`src/rtl/icache_direct.sv`:
```
// Direct-mapped, one-word-per-frame instruction cache between the fetch stage
// and the memory controller's instruction port. A miss does one single-word fill.
module icache_direct #(
  parameter int NSETS = 16,
  parameter int IDX_W = $clog2(NSETS),
  parameter int TAG_W = 30 - IDX_W
) (
  input  logic        CLK,
  input  logic        nRST,
  // datapath fetch port
  input  logic        imemREN,
  input  logic [31:0] imemaddr,
  output logic        ihit,
  output logic [31:0] imemload,
  // memory controller port
  output logic        iREN,
  output logic [31:0] iaddr,
  input  logic        iwait,
  input  logic [31:0] iload,
  // statistics
  output logic [31:0] hit_count,
  output logic [31:0] miss_count
);

  typedef enum logic {
    IDLE  = 1'b0,
    FETCH = 1'b1
  } state_t;

  state_t state, next_state;

  logic [NSETS-1:0] valid_q;
  logic [TAG_W-1:0] tag_q  [NSETS];
  logic [31:0]      data_q [NSETS];

  logic [31:0]      miss_addr;

  logic [IDX_W-1:0] req_idx;
  logic [TAG_W-1:0] req_tag;
  logic [IDX_W-1:0] fill_idx;
  logic [TAG_W-1:0] fill_tag;

  logic hit;
  logic miss_start;
  logic fill_en;

  // The byte offset plays no part in a word-granular cache.
  logic unused_offset;
  assign unused_offset = ^imemaddr[1:0];

  assign req_tag  = imemaddr[31:IDX_W+2];
  assign req_idx  = imemaddr[IDX_W+1:2];
  assign fill_tag = miss_addr[31:IDX_W+2];
  assign fill_idx = miss_addr[IDX_W+1:2];

  // Lookups are only honoured in IDLE; an outstanding fill masks them.
  assign hit        = (state == IDLE) && imemREN && valid_q[req_idx]
                      && (tag_q[req_idx] == req_tag);
  assign miss_start = (state == IDLE) && imemREN && !hit;
  assign fill_en    = (state == FETCH) && !iwait;

  // ---------------------------------------------------------------------------
  // FSM: state register
  // ---------------------------------------------------------------------------
  // NOTE: all clocked state uses non-blocking assignments so every register
  // samples pre-edge values, independent of process evaluation order.
  always_ff @(posedge CLK or negedge nRST) begin
    if (!nRST) state <= IDLE;
    else       state <= next_state;
  end

  // ---------------------------------------------------------------------------
  // FSM: next-state logic
  // ---------------------------------------------------------------------------
  // NOTE: a default assignment at the top of every combinational block keeps
  // each path fully specified, so no latch can be inferred.
  always_comb begin
    next_state = state;
    unique case (state)
      IDLE:    if (miss_start) next_state = FETCH;
      FETCH:   if (!iwait)     next_state = IDLE;
      default: next_state = IDLE;
    endcase
  end

  // ---------------------------------------------------------------------------
  // FSM: outputs
  // ---------------------------------------------------------------------------
  always_comb begin
    ihit     = 1'b0;
    imemload = '0;
    iREN     = 1'b0;
    iaddr    = '0;
    unique case (state)
      IDLE: begin
        ihit     = hit;
        imemload = hit ? data_q[req_idx] : '0;
      end
      FETCH: begin
        iREN  = 1'b1;
        iaddr = miss_addr;
      end
      default: ;
    endcase
  end

  // Miss address is captured once and held, so a redirect cannot disturb
  // the fill already in flight.
  always_ff @(posedge CLK or negedge nRST) begin
    if (!nRST)           miss_addr <= '0;
    else if (miss_start) miss_addr <= {imemaddr[31:2], 2'b00};
  end

  // Valid bits clear on reset; reset is asynchronous so a fill can never
  // land on the reset cycle.
  always_ff @(posedge CLK or negedge nRST) begin
    if (!nRST)        valid_q           <= '0;
    else if (fill_en) valid_q[fill_idx] <= 1'b1;
  end

  // NOTE: tag and data arrays carry no reset; the valid bits alone decide
  // whether their contents are meaningful, which lets them map onto RAM.
  always_ff @(posedge CLK) begin
    if (fill_en) begin
      tag_q[fill_idx]  <= fill_tag;
      data_q[fill_idx] <= iload;
    end
  end

  // ---------------------------------------------------------------------------
  // Saturating statistics counters
  // ---------------------------------------------------------------------------
  always_ff @(posedge CLK or negedge nRST) begin
    if (!nRST) begin
      hit_count  <= '0;
      miss_count <= '0;
    end else begin
      if (ihit && (hit_count != 32'hFFFF_FFFF))
        hit_count <= hit_count + 32'd1;
      if (miss_start && (miss_count != 32'hFFFF_FFFF))
        miss_count <= miss_count + 32'd1;
    end
  end

endmodule
```
`config.mk`:
```
export PLATFORM = sky130hd
export DESIGN_NAME = icache_direct
export DESIGN_NICKNAME = d
export VERILOG_FILES = /design/src/rtl/icache_direct.sv
export SDC_FILE = /design/constraint.sdc
export NUM_CORES = 1
export LEC_CHECK = 0
export BUFFER_PORTS_ARGS = -buffer_cell sky130_fd_sc_hd__clkbuf_2
export CAP_MARGIN = 20
export CORE_MARGIN = 5
export CORE_UTILIZATION = 60
export CTS_BUF_LIST = sky130_fd_sc_hd__clkbuf_16
export DETAILED_ROUTE_END_ITERATION = 8
export GPL_ROUTABILITY_DRIVEN = 1
export PLACE_DENSITY = 0.78
export RECOVER_POWER = 50
export SLEW_MARGIN = 40
export SYNTH_ARGS = -nofsm -noshare
export SYNTH_HDL_FRONTEND = slang
export SYNTH_SLANG_ARGS = --single-unit
```
`constraint.sdc`:
```
create_clock -name CLK -period 13.15 [get_ports CLK]
set_input_delay 2.63 -clock CLK [delete_from_list [all_inputs] [get_ports CLK]]
set_output_delay 2.63 -clock CLK [all_outputs]
set_load 0.1 [all_outputs]
```
Yosys cells after proc, flatten, opt, wreduce, memory -nomap -nowiden
Memory sizes are Yosys's and may differ from the RTL's.
Index checks and enable logic that the tools add are counted.

cells by class
  equal/unequal tests = 3
  bitwise logic cells = 2
  mux-type cells = 14
  add/sub/neg operators = 2
  reductions and logical operators = 10
  order comparisons = 3

operators with widths
  operator                                                                      number
  32-bit 2-to-1 mux                                                             3
  32-bit by 1-bit adder with 32-bit output, second input constant               2
  32-bit inequality test, second input constant                                 2
  26-bit equality test                                                          1
  16-bit OR                                                                     1
  4-bit by 5-bit less-than comparator with 1-bit output, second input constant  2
  1-bit logical AND                                                             8
  1-bit 2-to-1 mux                                                              8
  1-bit binary-select mux with 4-bit select                                     1
  1-bit demux with 4-bit select                                                 1
  4-bit by 1-bit >= comparator with 1-bit output, second input constant         1
  1-bit zero test                                                               2
  1-bit case mux with 2 select lines                                            1
  1-bit inverter                                                                1

word-level totals
  bits of input ports = 68
  output and inout bits = 130
  register bits = 111
  word-level logic and storage cells = 41
  memories kept = 2
  memory bits (writable) = 928

memory list
  name    words  width  rd ports  clocked after memory_dff  write ports  RTL line  text
  data_q  16     32     1         0                         1            34        logic [31:0] data_q [NSETS];
  tag_q   16     26     1         0                         1            33        logic [TAG_W-1:0] tag_q [NSETS];

Longest topological paths before layout
Gate-level depths: netlist (run 1).

  depth after elaboration = 8
  gate-level depth with buffers = 16

Worst setup path before layout (run 1)
OpenSTA, ideal clock, no wires.

  kind = in2out
  start point = input imemaddr[3]
  end point = output imemload[31]
  slack = 3.311 ns
  data required time = 10.520 ns
  stages on the path = 11
  path buffers = 4
  arrival = 7.209 ns
  cell sequence = clkbuf_1 -> buf_2 -> mux4_2 -> mux4_2 -> xnor2_1 -> nand4_1 -> nor4b_2 -> nand4_2 -> buf_6 -> clkbuf_1 -> nor3b_1

between the ends
  longest elaborated chain between the ends = 6
  elaborated cells between the ends (all ways) = 9

RTL lines
  item                                                             RTL line  text
  start: declaration                                               12        input logic [31:0] imemaddr,
  branches (longest 4 deep; another with memory read 16 x 26 bit)  -
  32-bit 2-to-1 mux *                                              97        imemload = hit ? data_q[req_idx] : '0;
  32-bit 2-to-1 mux *                                              94        unique case (state)
  end: declaration                                                 14        output logic [31:0] imemload,

Mark *: on every way between the ends. The select of a mux whose other input is x is not followed.

Worst setup path after layout (run 1)
  start point = input imemaddr[2]
  end point = output imemload[31]

The elaborated chain is that of the path after synthesis.

==> results of run 1 <==
logic make-up (layout without fill, tap and decap cells):
group	Yosys count	after routing	share of synthesized area
DFF	1039	1039	0.752
muxes	355	355	0.169
and+or+nand+nor	281	281	0.0406
buffers and inverters	106	432	0.0126
xor gates and xnor gates	89	89	0.0195
AOI/OAI and AO/OA	35	35	0.00623
adders and majority gates	2	2	0.000614
other	1	5	0.0000920
path summary, 6_finish.rpt:
kind / endpoint / cells after the start / startpoint
worst min-delay path: valid_q[6] / 1 / valid_q[6]
min in group asynchronous: miss_addr[25] / 1 / nRST
worst min register to register: valid_q[6] / 1 / valid_q[6]
max in group asynchronous: miss_count[14] / 2 / nRST
worst max-delay path: imemload[31] / 12 / imemaddr[2]
worst max register to register: miss_addr[6] / 9 / tag_q[7][17]
registers in the layout, indices dropped and copies added (netlist names):
register    flops
miss_addr      30
state           1
data_q        512
hit_count      32
miss_count     32
valid_q        16
tag_q         416
layout make-up:
| cell class | instances | area [sq um] |
|---|---|---|
| Sequential cell | 1039 | 30600 |
| Fill cell | 4103 | 21100 |
| Multi-Input combinational cell | 764 | 9700 |
| Clock buffer | 101 | 2530 |
| Timing Repair Buffer | 237 | 1330 |
| Tap cell | 873 | 1090 |
| Clock inverter | 87 | 836 |
| Inverter | 7 | 28.8 |
| Antenna cell | 3 | 7.51 |
layer usage:
layer,GRT usage,wire length [microns],vias to the layer above
li1,-,-,8286
met1,0.328,33500,10600
met2,0.431,48200,882
met3,0.0439,6880,157
met4,0.0718,2310,2
met5,0,7,-
cell usage in the layout, fill, tap and decap left out, types with 5 or more instances in the layout:
cell type	n
and2_1	37
inv_1	24
clkbuf_2	156
a221oi_1	8
clkbuf_1	40
mux4_2	261
bufinv_16	14
dfrtp_1	111
a21oi_1	6
nor2_4	9
xnor2_1	68
nand2_1	32
mux2i_1	55
nor3b_1	6
nand4_1	16
clkbuf_16	102
a22oi_1	5
nor3_1	8
buf_4	29
nand3_1	31
edfxtp_1	928
and3_1	33
clkinv_1	22
nand2b_1	5
nor2b_1	42
clkinvlp_4	10
xor2_1	19
mux2_2	39
or2_2	16
nor2_1	17
nand4b_1	5
buf_6	6
clkinv_2	16
stage by stage:
step / worst slack, ns / instances
3_3_place_gp: 2.88 / 2918
6_report: 2.91 / 3111
3_5_place_dp: 2.81 / 2920
5_1_grt: 2.51 / 3109
2_1_floorplan: 3.31 / 1909
4_1_cts: 2.75 / 3108
critical path, cell delays in order:
cell,delay (ns)
buf_8,0.51
buf_4,0.62
mux4_2,0.58
mux2i_1,0.16
mux2i_1,0.12
xnor2_1,0.21
nand4_1,0.22
nor4b_2,0.43
nand4_4,0.63
buf_4,0.61
nor3b_1,0.28
clkbuf_2,0.49
power by group:
| part | internal, uW | total, uW | switching (uW) |
|---|---|---|---|
| clock | 1680 | 2910 | 1230 |
| combinational | 215 | 661 | 446 |
| sequential | 3800 | 3930 | 126 |
==> flow_metrics.env, run 1 <==
export IMPL_status="finished with violations"
export IMPL_failed_checks="capacitance limit, slew limit"
export IMPL_htreeDepth=3
export IMPL_drc=0
export IMPL_crit_arrival_ns=7.61
export IMPL_synth_top_area_frac=0.684
export IMPL_worst_setup_path_end_kind="output port"
export IMPL_grt_max_degree=87
export IMPL_async_flop_share=0.107
export IMPL_fin_setup_tns_ns=0
export IMPL_antenna_found_initial=4
export IMPL_cts_resized=0
export IMPL_first_pass_iters=7
export IMPL_ios=198
export IMPL_cts_hold_buf=0
export IMPL_dpl_hpwl_mm=46.6
export IMPL_crit_fanout=72
export IMPL_maxCapViolations=7
export IMPL_synth_common_cells="928 x edfxtp_1, 261 x mux4_2, 111 x dfrtp_1"
export IMPL_fin_nets=2219
export IMPL_power_uw=7500
export IMPL_rsz0062_at_grt="no"
export IMPL_post_cts_buffers=0
export IMPL_yosys_top_cells_area="edfxtp_1 68%, mux4_2 14%, dfrtp_1 6.8%, xnor2_1 1.5%, mux2i_1 1.4%"
export IMPL_placement_cell_area_sq_mm=0.0429
export IMPL_root_buffer="clkbuf_16"
export IMPL_ant_nets=0
export IMPL_syn_avg_cell_area_sq_um=21.4
export IMPL_gp_congestion=0.792
export IMPL_grt_pass1_vias=20800
export IMPL_synth_seq_cells=1039
export IMPL_fin_util=0.686
export IMPL_fmax_mhz=97.6
export IMPL_syn_inst=1908
export IMPL_min_path_type="flip-flop to flip-flop"
export IMPL_worst_slew_pin_slew_ns=3.92
export IMPL_grt_pass1_wl_mm=135
export IMPL_core_area_sq_mm=0.0673
export IMPL_holdWs_ns=0.463
export IMPL_clk_latency_ns=0.66
export IMPL_timing_hold_violations_final=0
export IMPL_p_leak_uw=0.0157
export IMPL_worst_clock_skew_ns=0.0240
export IMPL_syn2layout_area_growth_pct=13.3
export IMPL_vias=20000
export IMPL_synthFlopType="edfxtp_1"
export IMPL_yosysUniqueCellTypes=52
export IMPL_die_x_microns=271
export IMPL_yosysTopAreaCell="edfxtp_1"
export IMPL_syn_cell_area_sq_mm=0.0408
export IMPL_finalSetupViolCount=0
export IMPL_synth_edf_count=928
export IMPL_vias_per_cell=6.42
export IMPL_clock_path_buffers=3
export IMPL_max_vdd_ir_drop_uv=120
export IMPL_slew_headroom=-1.62
export IMPL_start_kind="primary input"
export IMPL_rows=95
export IMPL_r2r_slack_ns=8.48
export IMPL_clock_sinks=1039
export IMPL_first_iter_violations=2114
export IMPL_globalRouteTotalUtil=0.248
export IMPL_die_y_microns=271
export IMPL_clkSlewWorstSetupHoldPaths_ns=0.06
export IMPL_yosysWarningCount=0
export IMPL_cts_tree="yes"
export IMPL_wl_per_cell_microns=29.2
export IMPL_slew_violations=219
export IMPL_grt_ovfl_total=0
export IMPL_yosysSeqAreaShare=0.752
export IMPL_fin_crit_ns=10.24
export IMPL_synth_most_common_cell="edfxtp_1"
export IMPL_worstPathRequired_ns=10.52
export IMPL_cts_buffers=100
export IMPL_io_buffer_count=193
export IMPL_die_area_sq_mm=0.0732
export IMPL_power_per_cell_area_mw_per_mm2=162
export IMPL_finalInstanceArea_sq_mm=0.0462
export IMPL_crit_type="primary input to output port"
export IMPL_initial_utilization=0.606
export IMPL_finalCritPeriodShare=0.779
export IMPL_drive_above_1_share=0.306
export IMPL_drt_total_wl_mm=91.0
(Power assumes the default switching activity.)
==> inputs of run 2 (changes only) <==
==> constraint.sdc (replaced) <==
create_clock -name CLK -period 9.7 [get_ports CLK]
set_input_delay 1.94 -clock CLK [delete_from_list [all_inputs] [get_ports CLK]]
set_output_delay 1.94 -clock CLK [all_outputs]
set_load 0.1 [all_outputs]
==> run 2 against run 1 <==
- the run still ends with capacitance limit, slew limit left
- register-to-register slack worse by 3.4 ns
- non-clock buffer count is 6 higher
- largest power group unchanged
- sequential cell count did not move
==> flow_metrics.env, run 2 (synthesized netlist as in run 1, its figures left out) <==
export IMPL_timing_hold_violations_final=0
export IMPL_r2r_end="miss_addr[11]"
export IMPL_failed_checks="capacitance limit, slew limit"
export IMPL_status="finished with violations"
export IMPL_cts_hold_buf=0
export IMPL_worst_slew_pin_slew_ns=3.53
export IMPL_die_x_microns=271
export IMPL_drc=0
export IMPL_finalSetupViolCount=0
export IMPL_cts_resized=0
export IMPL_critPathSlowestCell="buf_8"
export IMPL_rows=95
export IMPL_worst_setup_path_end_kind="output port"
export IMPL_min_path_type="flip-flop to flip-flop"
export IMPL_start_kind="primary input"
export IMPL_grt_pass1_wl_mm=139
export IMPL_die_y_microns=271
export IMPL_reg2reg_depth=11
export IMPL_fmax_mhz=119
export IMPL_maxCapViolations=4
export IMPL_setup_ws_ns=1.28
export IMPL_r2r_slack_ns=5.10
export IMPL_dpl_hpwl_mm=48.0
export IMPL_cts_buffers=102
export IMPL_slew_violations=155
export IMPL_vias=20200
export IMPL_cts_tree="yes"
export IMPL_first_pass_iters=6
export IMPL_die_area_sq_mm=0.0732
export IMPL_crit_type="primary input to output port"
export IMPL_htreeDepth=3
export IMPL_clock_path_buffers=3
export IMPL_fin_setup_tns_ns=0
export IMPL_fin_crit_ns=8.42
export IMPL_vias_per_cell=6.47
export IMPL_rsz0062_at_grt="no"
export IMPL_grt_max_degree=82
export IMPL_root_buffer="clkbuf_16"
export IMPL_slowest_delay_ns=0.54
export IMPL_crit_arrival_ns=6.48
export IMPL_gp_congestion=0.800
export IMPL_grt_ovfl_total=0
export IMPL_cp_cell_sequence="buf_8, buf_12, mux4_2, mux2i_1, mux2i_1, xnor2_1, nand4_1, nor4_1, nand4_4, buf_4, buf_4, nor2b_1, clkbuf_2"
export IMPL_worstPathRequired_ns=7.76
export IMPL_reg_top3="data_q (512), tag_q (416)"
export IMPL_finalCritPeriodShare=0.868
export IMPL_power_per_cell_area_mw_per_mm2=218
export IMPL_hold_path_startpoint="valid_q[3]"
export IMPL_fin_nets=2227
export IMPL_clkSlewWorstSetupHoldPaths_ns=0.06
export IMPL_io_buffer_count=193
export IMPL_most_common_layout_cells="928 x edfxtp_1, 261 x mux4_2, 156 x clkbuf_2"
export IMPL_clk_latency_ns=0.65
export IMPL_crit_fanout=64
export IMPL_fin_util=0.686
export IMPL_largest_register="data_q"
export IMPL_globalRouteTotalUtil=0.256
export IMPL_clock_sinks=1039
export IMPL_antenna_found_initial=5
export IMPL_crit_family="buffers and inverters"
export IMPL_critPathBufInv=5
export IMPL_p_leak_uw=0.0157
export IMPL_ant_nets=0
export IMPL_slew_headroom=-1.36
export IMPL_hold_depth=1
export IMPL_max_vdd_ir_drop_uv=159
export IMPL_min_to="valid_q[3]"
export IMPL_grt_pass1_vias=21000
export IMPL_final_common_cell="edfxtp_1"
export IMPL_wl_per_cell_microns=29.9
export IMPL_largest_register_ffs=512
export IMPL_drt_total_wl_mm=93.1
export IMPL_syn2layout_area_growth_pct=13.2
export IMPL_first_iter_violations=2393
export IMPL_r2r_start="tag_q[12][16]"
export IMPL_core_area_sq_mm=0.0673
export IMPL_worst_clock_skew_ns=0.0194
export IMPL_post_cts_buffers=0
export IMPL_drive_above_1_share=0.307
export IMPL_place_ws_ns=1.35
export IMPL_ios=198
export IMPL_initial_utilization=0.606
==> run 2: final cells by class <==
type                    count  area (sq um)
flip-flops and latches   1039         30600
clock inverters            86           644
diodes                      2          5.00
well taps                 873          1090
clock buffers             105          2630
fillers                  4060         21100
multi-input cells         764          9690
repair buffers            243          1410
inverters                   7          28.8
==> run 2: through the flow <==
| step | area (sq um) | instances | power, uW | hold slack (ns) |
|---|---|---|---|---|
| floorplan | 40800 | 1909 | 6020 | 0.434 |
| global placement | 42900 | 2919 | 6270 | 0.445 |
| detailed placement | 43000 | 2923 | 6320 | 0.453 |
| CTS | 46200 | 3114 | 10100 | 0.470 |
| global route | 46100 | 3117 | 10400 | 0.481 |
| finish | 46100 | 3119 | 10100 | 0.477 |
==> run 2: where the power goes <==
group / total [uW] / switching [uW] / internal (uW)
registers: 5330 / 175 / 5150
logic: 908 / 615 / 294
clock network: 3830 / 1630 / 2200
==> run 2: worst max-delay path by stage <==
stage                   endpoint  slack (ns)        start  depth (start not counted)
CTS                 imemload[27]        1.23  imemaddr[2]                         13
floorplan           imemload[31]        1.24  imemaddr[3]                         11
detailed placement  imemload[27]        1.35  imemaddr[2]                         12
global route        imemload[27]        0.93  imemaddr[2]                         13
global placement    imemload[27]        1.38  imemaddr[2]                         11
finish              imemload[27]        1.28  imemaddr[2]                         13
==> run 2: worst register-to-register path, stage by stage, from the launching register on <==
cell	delay, ns
edfxtp_1	0.37
mux4_2	0.46
mux2i_1	0.17
mux2i_1	0.11
xnor2_1	0.30
o21ai_0	0.26
nor4_1	0.56
nand4_4	0.47
buf_4	0.42
buf_4	0.35
nand2_4	0.55
mux2_2	0.46
==> run 2: layer usage <==
layer	share of wire	vias up	wire, microns	global-route usage
met3	0.075	169	6990	0.0449
met4	0.025	6	2360	0.0714
met1	0.37	10700	34500	0.340
met2	0.53	996	49200	0.445
met5	0.00044	-	41	0
li1	-	8302	-	-
